===== src/rtl/prog_loader_if.sv =====
// Byte-stream load port plus CPU fetch port of the program store.
interface prog_loader_if #(
   parameter int ADDR_W = 4,
   parameter int DATA_W = 8
);
   logic              load_start;
   logic              in_valid;
   logic [DATA_W-1:0] in_data;
   logic              in_ready;
   logic [ADDR_W-1:0] fetch_addr;
   logic [DATA_W-1:0] fetch_instr;

   // Pin/CPU side: drives the stream and the program counter.
   modport master (
      output load_start, in_valid, in_data, fetch_addr,
      input  in_ready, fetch_instr
   );

   // Loader side: accepts the stream and serves instruction fetches.
   modport slave (
      input  load_start, in_valid, in_data, fetch_addr,
      output in_ready, fetch_instr
   );
endinterface


===== src/rtl/prog_loader.sv =====
// Program store write side: fills the program RAM from a byte stream, checks a
// trailing additive checksum and holds the CPU until a valid program is present.
module prog_loader #(
   parameter int ADDR_W   = 4,
   parameter int DATA_W   = 8,
   parameter int DEPTH    = 16,
   parameter int PROG_LEN = 6
) (
   input  logic              clk,
   input  logic              rst,
   prog_loader_if.slave      bus,
   output logic              load_busy,
   output logic              load_done,
   output logic              csum_ok,
   output logic              cpu_hold,
   output logic [ADDR_W:0]   words_loaded
);

   typedef enum logic [1:0] {
      S_IDLE = 2'd0,
      S_LOAD = 2'd1,
      S_CSUM = 2'd2,
      S_DONE = 2'd3
   } state_t;

   // Count value at which the next accepted byte is the last program byte.
   localparam logic [ADDR_W:0] LAST_IDX = (ADDR_W+1)'(PROG_LEN - 1);

   state_t            state;
   state_t            state_nxt;
   logic [ADDR_W-1:0] wr_addr;
   logic [DATA_W-1:0] sum;
   logic [DATA_W-1:0] mem [DEPTH];
   logic              ready;
   logic              hs;
   logic              wr_en;
   logic              csum_en;

   // Checksum accumulation wraps modulo 2**DATA_W.
   function automatic logic [DATA_W-1:0] csum_add(input logic [DATA_W-1:0] a,
                                                  input logic [DATA_W-1:0] b);
      return a + b;
   endfunction

   // A restart pulse takes priority over any byte offered in the same cycle.
   assign hs      = bus.in_valid && ready && !bus.load_start;
   assign wr_en   = hs && (state == S_LOAD);
   assign csum_en = hs && (state == S_CSUM);

   assign bus.in_ready    = ready;
   assign bus.fetch_instr = mem[bus.fetch_addr];

   // State register.
   always_ff @(posedge clk) begin
      if (rst) begin
         state <= S_IDLE;
      end else begin
         state <= state_nxt;
      end
   end

   // Next-state decode and per-state handshake/status outputs.
   always_comb begin
      state_nxt = state;
      ready     = 1'b0;
      load_busy = 1'b0;
      cpu_hold  = 1'b1;
      case (state)
         S_IDLE: begin
            if (bus.load_start) state_nxt = S_LOAD;
         end
         S_LOAD: begin
            ready     = 1'b1;
            load_busy = 1'b1;
            if (bus.load_start) begin
               state_nxt = S_LOAD;
            end else if (wr_en && (words_loaded == LAST_IDX)) begin
               state_nxt = S_CSUM;
            end
         end
         S_CSUM: begin
            ready     = 1'b1;
            load_busy = 1'b1;
            if (bus.load_start) begin
               state_nxt = S_LOAD;
            end else if (csum_en) begin
               state_nxt = S_DONE;
            end
         end
         S_DONE: begin
            cpu_hold = ~csum_ok;
            if (bus.load_start) state_nxt = S_LOAD;
         end
         default: state_nxt = S_IDLE;
      endcase
   end

   // Session bookkeeping: write pointer, running sum, byte count and result flags.
   always_ff @(posedge clk) begin
      if (rst) begin
         wr_addr      <= '0;
         sum          <= '0;
         words_loaded <= '0;
         load_done    <= 1'b0;
         csum_ok      <= 1'b0;
      end else if (bus.load_start) begin
         wr_addr      <= '0;
         sum          <= '0;
         words_loaded <= '0;
         load_done    <= 1'b0;
         csum_ok      <= 1'b0;
      end else if (wr_en) begin
         wr_addr      <= wr_addr + 1'b1;
         sum          <= csum_add(sum, bus.in_data);
         words_loaded <= words_loaded + 1'b1;
      end else if (csum_en) begin
         csum_ok      <= (csum_add(sum, bus.in_data) == '0);
         load_done    <= 1'b1;
      end
   end

   // Program RAM: cleared by reset so a discarded session leaves no stale code.
   always_ff @(posedge clk) begin
      if (rst) begin
         for (int i = 0; i < DEPTH; i++) mem[i] <= '0;
      end else if (wr_en) begin
         mem[wr_addr] <= bus.in_data;
      end
   end

endmodule


===== src/flat_wrapper.sv =====
// flat-port wrapper written by rule: the top's interface ports become plain ports
module prog_loader_flat 
#(
   parameter int ADDR_W   = 4,
   parameter int DATA_W   = 8,
   parameter int DEPTH    = 16,
   parameter int PROG_LEN = 6
)
  (clk, rst, load_busy, load_done, csum_ok, cpu_hold, words_loaded, bus_load_start, bus_in_valid, bus_in_data, bus_fetch_addr, bus_in_ready, bus_fetch_instr);
  prog_loader_if #(.ADDR_W(ADDR_W), .DATA_W(DATA_W)) bus_i ();
  input  logic clk;
  input  logic rst;
  output logic load_busy;
  output logic load_done;
  output logic csum_ok;
  output logic cpu_hold;
  output logic [ADDR_W:0] words_loaded;
  input wire logic [$bits(bus_i.load_start)-1:0] bus_load_start;
  input wire logic [$bits(bus_i.in_valid)-1:0] bus_in_valid;
  input wire logic [$bits(bus_i.in_data)-1:0] bus_in_data;
  input wire logic [$bits(bus_i.fetch_addr)-1:0] bus_fetch_addr;
  output wire logic [$bits(bus_i.in_ready)-1:0] bus_in_ready;
  output wire logic [$bits(bus_i.fetch_instr)-1:0] bus_fetch_instr;
  assign bus_i.load_start = bus_load_start;
  assign bus_i.in_valid = bus_in_valid;
  assign bus_i.in_data = bus_in_data;
  assign bus_i.fetch_addr = bus_fetch_addr;
  assign bus_in_ready = bus_i.in_ready;
  assign bus_fetch_instr = bus_i.fetch_instr;
  prog_loader #(.ADDR_W(ADDR_W), .DATA_W(DATA_W), .DEPTH(DEPTH), .PROG_LEN(PROG_LEN)) u_core (.clk(clk), .rst(rst), .bus(bus_i), .load_busy(load_busy), .load_done(load_done), .csum_ok(csum_ok), .cpu_hold(cpu_hold), .words_loaded(words_loaded));
endmodule

===== config.mk =====
export PLATFORM = sky130hd
export DESIGN_NAME = prog_loader_flat
export DESIGN_NICKNAME = d
export VERILOG_FILES = /design/src/rtl/prog_loader_if.sv /design/src/rtl/prog_loader.sv /design/src/flat_wrapper.sv
export SDC_FILE = /design/constraint.sdc
export NUM_CORES = 1
export LEC_CHECK = 0
export BUFFER_PORTS_ARGS = -buffer_cell sky130_fd_sc_hd__clkbuf_2
export CELL_PAD_IN_SITES_DETAIL_PLACEMENT = 0
export CELL_PAD_IN_SITES_GLOBAL_PLACEMENT = 1
export CORE_ASPECT_RATIO = 2
export CORE_UTILIZATION = 30
export DETAILED_ROUTE_END_ITERATION = 16
export PLACE_DENSITY_LB_ADDON = 0.12
export REMOVE_ABC_BUFFERS = 1
export SETUP_SLACK_MARGIN = 0.2
export SLEW_MARGIN = 10
export SYNTH_ARGS = -nofsm -noshare
export SYNTH_HDL_FRONTEND = slang
export SYNTH_SLANG_ARGS = --single-unit

===== constraint.sdc =====
create_clock -name clk -period 6.7 [get_ports clk]
set_input_delay 1.34 -clock clk [delete_from_list [all_inputs] [get_ports clk]]
set_output_delay 1.34 -clock clk [all_outputs]
set_load 0.02 [all_outputs]

### Word level (Yosys, flattened, before mapping)

Memories as Yosys holds them, arrays and structs flattened.
Index checks and enable logic that the tools add are counted.
W data, S select, Z words.

* equal/unequal tests: 7
* bitwise logic cells: 2
* reductions and logical operators: 14
* add/subtract/negate cells: 3
* multiplexer cells: 16

Operators by type and width (count)
* $mux W2: 5
* $add A8 B8 Y8: 1
* $logic_not A8 Y1: 1
* $mux W1: 8
* $mux W8: 1
* $reduce_or A8 Y1: 1
* $pmux W2 S3: 1
* $reduce_or A2 Y1: 3
* $add A5 B1 Y5 const B: 1
* $eq A5 B3 Y1 const B: 1
* $logic_and A1 B1 Y1: 5
* $add A4 B1 Y4 const B: 1
* $eq A2 B2 Y1 const B: 2
* $mux W4: 1
* $ne A3 B2 Y1 const B: 1
* $ne A3 B3 Y1 const B: 1
* $reduce_and A3 Y1: 1
* $eq A2 B1 Y1 const B: 1
* $logic_not A2 Y1: 1
* $ne A2 B1 Y1 const B: 1
* $not A1 Y1: 2
* $reduce_and A2 Y1: 1
* $logic_not A1 Y1: 1

* register bits: 21
* RAM bits: 128
* memories kept: 1
* output and inout bits: 18
* bits of input ports: 16

Memory list
* u_core.mem: depth 16, bits a word 8, read ports 1, clocked after Yosys merged registers in 0, wr ports 16, RTL line prog_loader.sv:33 `logic [DATA_W-1:0] mem [DEPTH];`

### Depth between registers and ports, before layout

Gate-level depths: netlist (run 1).

* word-level depth: 11
* gate-level depth with buffers: 7
* gate-level depth less buffers: 7

### Least setup slack after synthesis (run 1)

OpenSTA, ideal clock, no wires.

* path type: input to output
* from: input bus_fetch_addr[0]
* to: output bus_fetch_instr[0]
* slack: 2.437 ns
* arrival: 2.923 ns
* required time: 5.360 ns
* stages: 4
* path through: clkbuf_1 -> buf_2 -> mux4_2 -> mux4_2

* cells in the longest elaborated chain, start to end: 1

Ends and longest elaborated chain
* start: declaration: RTL line flat_wrapper.sv:21 `input wire logic [$bits(bus_i.fetch_addr)-1:0] bus_fetch_addr;`
* $mem_v2 Z16 W8
* end: declaration: RTL line flat_wrapper.sv:23 `output wire logic [$bits(bus_i.fetch_instr)-1:0] bus_fetch_instr;`

No other way between the ends.

### Worst setup path in the final report (run 1)

Same ends and word-level chain as after synthesis.

==> results of run 1 <==
[power by group through the flow]
stage | Combinational (mW) | Sequential, mW | Clock, mW
global placement | 0.146 | 1.09 | 0
detailed placement | 0.149 | 1.08 | 0
global route | 0.158 | 1.06 | 1.07
finish | 0.145 | 1.06 | 1.02
floorplan | 0.0842 | 1.06 | 0
CTS | 0.149 | 1.06 | 1.04
[layout by cell type, fill, tap and decap left out, types with 2 or more instances in the layout]
master / count
clkinv_2: 2
a21oi_1: 15
nor2_1: 33
o21ai_0: 2
nand2_1: 24
inv_1: 9
mux4_2: 40
clkbuf_2: 33
or2_2: 13
nor3b_1: 2
and2_1: 128
xnor2_1: 3
dfxtp_1: 21
clkbuf_16: 17
or4_1: 2
xor2_1: 8
bufinv_16: 5
ha_1: 16
nand4_1: 4
clkbuf_1: 4
edfxtp_1: 128
or2_1: 4
nand2b_1: 6
nand3_1: 2
a211oi_1: 4
buf_4: 2
[metrics by stage]
step                      cell area (um^2)  hold WS, ps  worst slack (ps)
after floorplan                       6992        440.0              2523
after global placement                7541        434.7              1741
after detailed placement              7541        440.5              1670
after CTS                             8162        450.2              1672
after global routing                  8162        474.7              1519
final                                 8162        446.1              1749
[final timing paths]
| kind | from | slack [ps] | depth (start not counted) | end |
|---|---|---|---|---|
| hold / removal | u_core.load_done | 450 | 2 | u_core.load_done |
| hold reg to reg | u_core.load_done | 450 | 2 | u_core.load_done |
| setup / recovery | bus_fetch_addr[0] | 1750 | 5 | bus_fetch_instr[0] |
| setup reg to reg | u_core.state[0] | 3370 | 6 | u_core.mem[0][3] |
[state kept, by name (all words and copies together) (netlist names)]
name                 cells
u_core.words_loaded      5
u_core.wr_addr           4
u_core.mem             128
u_core.sum               8
u_core.load_done         1
u_core.state             2
u_core.csum_ok           1
[kinds of logic (layout without fill, tap and decap cells)]
kind of cell	Yosys count	count (layout)	share of synthesized area
compound gates	29	29	0.02628
buf+inv	34	75	0.01905
xor+xnor	11	11	0.01358
simple gates	226	226	0.1819
mux	40	40	0.1270
fa+ha+maj	17	17	0.03105
flops	149	149	0.6012
[cell type report]
| class | instances | share of cell area |
|---|---|---|
| tap | 283 | 0.04338 |
| timing repair buffer | 35 | 0.02208 |
| multi-input combinational | 323 | 0.3319 |
| clock buffer | 21 | 0.05396 |
| inverter | 9 | 0.004139 |
| clock inverter | 10 | 0.02208 |
| sequential | 149 | 0.5225 |
[routing by layer]
metal	vias to the layer above	share of wire
met5	-	0
li1	1894	-
met3	25	0.026
met1	2038	0.34
met2	78	0.61
met4	0	0.028
[critical path, stage by stage]
cell	delay [ps]
clkbuf_2	750
buf_4	310
mux4_2	510
mux4_2	490
clkbuf_2	170
==> metrics, run 1 <==
H-tree depth=4; Filler cells=between 2k and 2.5k; power density cells=273.2 nW/um^2; Rows=79; antenna viol nets, final=0; crit start category=input port; leakage=2.953 nW; setup violators final=0; dpl hpwl=15210 um; internal power=1.753 mW; Max Clock Freq=0.2020 GHz; worst skew pair latency=430 ps; ys flop type=edfxtp_1; RD Place Congestion=approximately 0.78; die area=24300 um^2; #FFs+latches synth=149; CTS sink cnt=~150; grt met3 use=0.03603; global routing usage on met1=0.1611; final std cells w/o fill=830; largest area contributor in the netlist=edfxtp_1; Area Growth Syn to Fin=15.06%; largest net degree at the start of global routing=33; Core Region=23230 um^2; status=finished, final reports clean; Clock Root Buffer=clkbuf_16; Crit. End Element=output pin; mapped cell area=between 7000 and 8000 um^2; Final Skew=between 6 and 7 ps; Final Max Tran Viols=0; worst path arrival time=3610 ps; Final period util=0.7389; RSZ-0062 raised after global routing=false; busiest grt layer=met2; post-CTS sizing=0; worst slew pin tran=1042 ps; CTS tree=built; top cells by count, synth=128 x and2_1, 128 x edfxtp_1, 40 x mux4_2, 33 x nor2_1, 24 x nand2_1; GR Util met2=0.3644; Final Hold Viols=0; Die Y=219.5 um; gr ovfl total=0; register area=approximately 4300 um^2; Synth top area share=0.5419; global-route wire length before repair=29550 um; Async S/R FF share, synth=0; drt total wl=19970 um; cts hold-fix bufs=0; Seq pwr share=0.476; DR pass1 iterations=4; CTS Buffer Depth=2; CP Max Fanout=28; Overall Global Routing Usage=0.1765; Initial Util=0.3054; share of post-route cells with drive strength above 1=0.2121; Syn. warnings=0; Inst Count DP=799; syn_area_per_cell=14.02 um^2; Fin Setup TNS=0 ps; IO Pins=34; Slew headroom=0.3055; Distinct cells, synth=41; Post-CTS Setup Bufs=0; CTS Buf Count=17; Setup CP Type=input port to output pin; Area contributors post-synth=edfxtp_1 54%, mux4_2 13%, and2_1 11%; Final min period=4951 ps; via count=approximately 4.0k; antenna diode instance count=0; max cap viols=0; Sw Pwr=roughly 0.48 mW; routed length per placed instance=~24 um; cell count after synthesis=506; power share of the clock group=0.459; DRC=0; Clock transition at path regs=roughly 60 ps; final net count=568; initial antenna violation count=0; DIE WIDTH=110.7 um; Pwr Total=2.230 mW; type of the worst min-delay path=flip-flop to flip-flop; footprint of the multi-input gates=around 2700 um^2; Seq/Total Area, Yosys=0.6012; final core occ=0.3514; vias in the first global route=~4.4k; number of port buffers=33; critical path required time=5360 ps; combinational share of power=0.065; switching share of power=0.2135; DR iter-0 viols=194; vias per std cell=about 4.9; maximum VDD drop=approximately 170 uV; Post-synth EDFFs=approximately 130
No activity file was read; power rests on OpenSTA's default activity.
==> run 2, diff against run 1 <==
--- a/config.mk
+++ b/config.mk
@@ -5,6 +5,7 @@
 export SDC_FILE = /design/constraint.sdc
 export NUM_CORES = 1
 export LEC_CHECK = 0
+export ABC_AREA = 1
 export BUFFER_PORTS_ARGS = -buffer_cell sky130_fd_sc_hd__clkbuf_2
 export CELL_PAD_IN_SITES_DETAIL_PLACEMENT = 0
 export CELL_PAD_IN_SITES_GLOBAL_PLACEMENT = 1
==> constraint.sdc (replaced) <==
create_clock -name clk -period 4.9 [get_ports clk]
set_input_delay 0.98 -clock clk [delete_from_list [all_inputs] [get_ports clk]]
set_output_delay 0.98 -clock clk [all_outputs]
set_load 0.02 [all_outputs]
==> run 2 against run 1 <==
Net effect: the run now ends with design-rule violations left; power is 30% higher; sequential share of layout area is 0.70 points lower; register-to-register slack worse by 1400 ps; sequential cell count stayed put; largest power group unchanged; highest routed layer unchanged.
==> metrics, run 2 <==
Slew headroom=0.4276 (+0.1221); number of port buffers=33 (unchanged); largest register by flop count=u_core.mem; Distinct cells, synth=29 (-29%); cell count after synthesis=737 (+46%); worst path arrival time=2790 ps (-820 ps); CTS sink cnt=149 (unchanged); cell with the most instances after synthesis=nor2_1; H-tree depth=4 (unchanged); via count=5126 (+27%); most common cell after layout, fill and taps aside=nor2_1; Initial Util=0.3065 (+0.001153); CP bufs+invs=3 (unchanged); Filler cells=2462 (+11%); Clock Root Buffer=clkbuf_16; RSZ-0062 raised after global routing=false; type of the worst min-delay path=flip-flop to flip-flop; power share of the clock group=0.426 (-0.033); antenna viol nets, final=0 (unchanged); vias in the first global route=5355 (+22%); Post-CTS Setup Bufs=0 (unchanged); max FFs per register=128 (unchanged); worst skew pair latency=430 ps (about the same); Final period util=0.7691; routed length per placed instance=19.14 um (-20%); final core occ=0.3473 (-0.004091); Final Hold Viols=0 (unchanged); crit start category=input port; Area contributors post-synth=edfxtp_1 53%, nor2_1 8.0%, dfxtp_1 5.8%; leakage=3.576 nW (+21%); Rows=80 (+1.3%); Syn. warnings=0 (unchanged); Inst Count DP=1030 (+29%); power density cells=350.3 nW/um^2 (+28%); drt total wl=20330 um (+1.8%); Final Skew=8.049 ps (+1.105 ps); syn_area_per_cell=9.908 um^2 (-29%); gr ovfl total=0 (unchanged); antenna diode instance count=0 (unchanged); max cap viols=0 (unchanged); Final Max Tran Viols=0 (unchanged); DR iter-0 viols=250 (+29%); critical path's slowest cell=buf_4; cts hold-fix bufs=0 (unchanged); CTS Buf Count=17 (unchanged); most frequent cells in the layout=155 x nor2_1, 128 x edfxtp_1, 87 x inv_1; IO Pins=34 (unchanged); biggest regs=u_core.mem (128), u_core.sum (8), u_core.words_loaded (5); Max Clock Freq=0.2654 GHz; post-CTS sizing=0 (unchanged); uppermost routed layer=met4; top cells by count, synth=155 x nor2_1, 128 x edfxtp_1, 87 x inv_1, 67 x nand2_1, 52 x o21ai_0; slowest cell delay on critical path=550 ps (-200 ps); DRC=3 (+3); final std cells w/o fill=1062 (+28%); failing checks=design-rule violations; Overall Global Routing Usage=0.1717 (-0.004755); Seq pwr share=0.492 (+0.016); Area Growth Syn to Fin=13.30%; ys flop type=edfxtp_1; DIE WIDTH=112.3 um (+1.4%); share of post-route cells with drive strength above 1=0.1226 (-0.08949); Sw Pwr=0.6780 mW (+42%); worst slew pin tran=857.6 ps (-184.2 ps); RD Place Congestion=0.7413 (-5.3%); Clock transition at path regs=60 ps (about the same); Synth top area share=0.5264 (-0.01551); Post-synth EDFFs=128 (unchanged); combinational share of power=0.082 (+0.017); Final min period=3768 ps; #FFs+latches synth=149 (unchanged); Die Y=222.6 um (+1.4%); Setup CP Type=input port to output pin; global-route wire length before repair=31110 um (+5.3%); setup violators final=0 (unchanged); WL met3=708 um (+37%); DR pass1 iterations=11 (+7); wl on met1=7265 um (+8.0%); largest area contributor in the netlist=edfxtp_1; CTS tree=built; Crit. End Element=output pin; mapped cell area=7302 um^2 (+2.9%); Async S/R FF share, synth=0 (unchanged); Pwr Total=2.898 mW (+30%); die area=25010 um^2 (+2.9%); largest net degree at the start of global routing=68 (+110%); Largest delay share family, worst path=buffers and inverters; Seq/Total Area, Yosys=0.5840 (-0.01720); switching share of power=0.2340 (+0.02045); final net count=795 (+40%); CP Max Fanout=67 (+140%); met2 wire length=11690 um (-4.0%); crit-path most repeated cell=buf_4; dpl hpwl=14740 um (-3.1%); Core Region=23820 um^2 (+2.6%); critical path required time=3920 ps (-1440 ps); maximum VDD drop=192.4 uV (+14%); CTS Buffer Depth=2 (unchanged); status=complete, but fails checks; cell-by-cell trace of the critical path=buf_4 > buf_4 > mux2i_1 > o211ai_1 > nand3_1 > nand2_1 > clkbuf_2; Fin Setup TNS=0 ps (unchanged); vias per std cell=4.827 (-0.71%); initial antenna violation count=0 (unchanged); internal power=2.220 mW (+27%)
## run 2: cell families after synthesis
| group | after synthesis | synth area share |
|---|---|---|
| AOI/OAI and AO/OA | 135 | 0.1047 |
| xor gates and xnor gates | 1 | 0.001200 |
| adders and majority gates | 17 | 0.03016 |
| buffers and inverters | 127 | 0.07059 |
| DFF | 149 | 0.5840 |
| muxes | 25 | 0.03427 |
| and+or+nand+nor | 283 | 0.1751 |
## run 2: worst register-to-register path: cells and delay by family, from the launching register on
family                     cells  cell delay, ps
buffers and inverters          2             420
and+or+nand+nor                6            1410
adders and majority gates      1             330
DFF                            1             380
## run 2: routing by layer
metal | vias to the layer above | global-route usage
met3 | 31 | 0.03219
met2 | 104 | 0.3358
met5 | - | 0
met1 | 2462 | 0.1668
met4 | 0 | 0.08817
li1 | 2529 | -
## run 2: area by class of cell
cell class | count | area [um^2] | area share
clock inverters | 3 | 15.01 | 0.001815
multi-input cells | 461 | 2522 | 0.3049
well taps | 287 | 359.1 | 0.04341
repair buffers | 40 | 220.2 | 0.02662
flip-flops and latches | 149 | 4264 | 0.5154
inverters | 93 | 350.3 | 0.04235
clock buffers | 29 | 541.8 | 0.06549
## run 2: worst paths after layout
kind / start / end / slack [ps] / depth (start not counted)
worst min register to register: u_core.load_done / u_core.load_done / 460 / 2
worst max-delay path: bus_fetch_addr[0] / bus_fetch_instr[1] / 1130 / 7
worst max register to register: u_core.state[0] / u_core.mem[7][5] / 1990 / 9
worst min-delay path: u_core.load_done / u_core.load_done / 460 / 2
## run 2: power groups by stage
stage               clock network, mW  registers (mW)  logic, mW
floorplan                           0            1.45      0.131
global route                     1.30            1.43      0.263
CTS                              1.26            1.43      0.245
global placement                    0            1.45      0.242
detailed placement                  0            1.45      0.244
finish                           1.23            1.43      0.238
## run 2: metrics by stage
step                      setup slack [ps]  area (um^2)  hold slack [ps]
after floorplan                       2123         7137            459.2
after global placement                1082         7716            445.3
after detailed placement              1130         7716            455.3
after CTS                             1133         8273            465.4
after global routing                 949.5         8273            499.7
final                                 1132         8273            461.2
==> run 3, diff against run 2 <==
--- a/config.mk
+++ b/config.mk
@@ -5,7 +5,7 @@
 export SDC_FILE = /design/constraint.sdc
 export NUM_CORES = 1
 export LEC_CHECK = 0
-export ABC_AREA = 1
+export ABC_AREA = 0
 export BUFFER_PORTS_ARGS = -buffer_cell sky130_fd_sc_hd__clkbuf_2
 export CELL_PAD_IN_SITES_DETAIL_PLACEMENT = 0
 export CELL_PAD_IN_SITES_GLOBAL_PLACEMENT = 1
==> constraint.sdc (replaced) <==
create_clock -name clk -period 3.17 [get_ports clk]
set_input_delay 0.634 -clock clk [delete_from_list [all_inputs] [get_ports clk]]
set_output_delay 0.634 -clock clk [all_outputs]
set_load 0.02 [all_outputs]
==> run 3 against run 2 <==
Net effect: the run now ends clean; critical endpoint is now bus_fetch_instr[5]; register-to-register slack worse by 1400 ps; clock power is 68% higher; final cell count decreased by 20%; wire length fell by 1.5%; critical path depth decreased by 2; first-iteration DRC count fell by 14%; sequential power is 56% higher; setup slack got worse by 830 ps; sequential cell count unchanged; power grew 60%.
==> metrics, run 3 (synthesis results as in run 1) <==
r2r setup slk=590 ps (-1400 ps); cts hold-fix bufs=0 (unchanged); Final Max Tran Viols=0 (unchanged); power density cells=555.7 nW/um^2 (+59%); Area after DPL=7744 um^2 (+0.36%); worst skew pair latency=430 ps (about the same); vias in the first global route=4283 (-20%); CTS Buffer Depth=2 (unchanged); H-tree depth=4 (unchanged); RSZ-0062 raised after global routing=false; RD Place Congestion=0.7650 (+3.2%); Final min period=approximately 2900 ps; most frequent cells in the layout=128 x and2_1, 128 x edfxtp_1, 40 x mux4_2; antenna viol nets, final=0 (unchanged); type of the worst min-delay path=flip-flop to flip-flop; Filler cells=2269 (-7.8%); register area=4264 um^2 (unchanged); share of post-route cells with drive strength above 1=0.2526 (+0.1301); leakage=3.068 nW (-14%); Rows=79 (-1.3%); Final Hold Viols=0 (unchanged); Setup CP Type=input port to output pin; largest register by flop count=u_core.mem; number of port buffers=33 (unchanged); antenna diode instance count=0 (unchanged); DR iter-0 viols=214 (-14%); Max Clock Freq=between 0.3 and 0.4 GHz; Worst Slack Setup Final=298.0 ps (-833.5 ps); CP Max Fanout=16 (-76%); Overall Global Routing Usage=0.1744 (+0.002699); Post-CTS Setup Bufs=0 (unchanged); footprint of the multi-input gates=2709 um^2 (+7.4%); Clock Root Buffer=clkbuf_16; initial antenna violation count=0 (unchanged); CTS Buf Count=17 (unchanged); max cap viols=0 (unchanged); DR pass1 iterations=4 (-7); Slew headroom=0.6116 (+0.1840); maximum VDD drop=343.9 uV (+79%); largest net degree at the start of global routing=33 (-51%); Initial Util=0.3054 (-0.001153); drt total wl=20030 um (-1.5%); global-route wire length before repair=29200 um (-6.1%); IO Pins=34 (unchanged); biggest regs=u_core.mem (128), u_core.sum (8), u_core.words_loaded (5); critical path required time=2540 ps (-1380 ps); Final period util=0.9060; Final Skew=6.157 ps (-1.891 ps); post-CTS sizing=0 (unchanged); gr ovfl total=0 (unchanged); dpl hpwl=15150 um (+2.8%); vias per std cell=4.829 (about the same); crit start category=input port; DIE WIDTH=110.7 um (-1.4%); final net count=590 (-26%); Area Growth Syn to Fin=17.73%; CTS sink cnt=149 (unchanged); Core Region=23230 um^2 (-2.5%); max FFs per register=128 (unchanged); routed length per placed instance=23.49 um (+23%); status=finished, final reports clean; setup violators final=0 (unchanged); worst slew pin tran=580.5 ps (-277.1 ps); Post-Layout Inst Area=8351 um^2 (+0.94%); Crit. End Element=output pin; via count=4119 (-20%); Die Y=219.5 um (-1.4%); DRC=0 (-3); die area=24300 um^2 (-2.8%); CTS tree=built; Clock transition at path regs=60 ps (about the same); worst path arrival time=2240 ps (-550 ps); Setup WS pre-CTS=293.4 ps (-837.0 ps)
[run 3: cell count changes in the layout (fill, tap and decap cells not counted), moves of 35 or more]
cell / previous run / this run
inv_1: 87 / 9
and2_1: 0 / 128
o21ai_0: 52 / 2
nand2_1: 67 / 24
nor2_1: 155 / 33
mux4_2: 0 / 40
o211ai_1: 35 / 0
[run 3: per-stage QoR]
stage / TNS [ps] / std cells / hold slack [ps] / power [mW] / utilization
6_report: 0 / 853 / 446.9 / 4.641 / 0.3595
3_3_place_gp: 0 / 821 / 431.5 / 2.619 / 0.3334
4_1_cts: 0 / 853 / 453.3 / 4.698 / 0.3595
3_5_place_dp: 0 / 821 / 439.2 / 2.621 / 0.3334
2_1_floorplan: -32950 / 481 / 440.0 / 2.422 / -
5_1_grt: 0 / 853 / 474.2 / 4.785 / 0.3595
[run 3: path summary, 6_finish.rpt]
kind,from,to,cells past startpoint
min reg2reg,u_core.load_done,u_core.load_done,2
max reg2reg,u_core.state[0],u_core.mem[9][2],8
min,u_core.load_done,u_core.load_done,2
max,bus_fetch_addr[0],bus_fetch_instr[5],5
[run 3: critical path, stage by stage]
cell and delay (ps):
clkbuf_2 150, buf_12 190, mux4_2 570, mux4_2 510, clkbuf_2 170
[run 3: layer usage]
layer | wire, um | up-vias | track usage
met5 | 0 | - | 0
li1 | - | 1940 | -
met4 | 821 | 0 | 0.08844
met1 | 6955 | 2062 | 0.1663
met3 | 511 | 31 | 0.03080
met2 | 11740 | 86 | 0.3493
[run 3: final cells by class]
class,instances,share of cell area
Tap cell,283,0.04240
Sequential cell,149,0.5106
Timing Repair Buffer,57,0.04585
Inverter,9,0.004046
Clock inverter,15,0.02173
Multi-Input combinational cell,323,0.3244
Clock buffer,17,0.05094
[run 3: power breakdown]
group / internal [mW] / switching, mW
clock network: 1.24 / 0.832
logic: 0.138 / 0.197
registers: 2.19 / 0.0374
total: 3.57 / 1.07
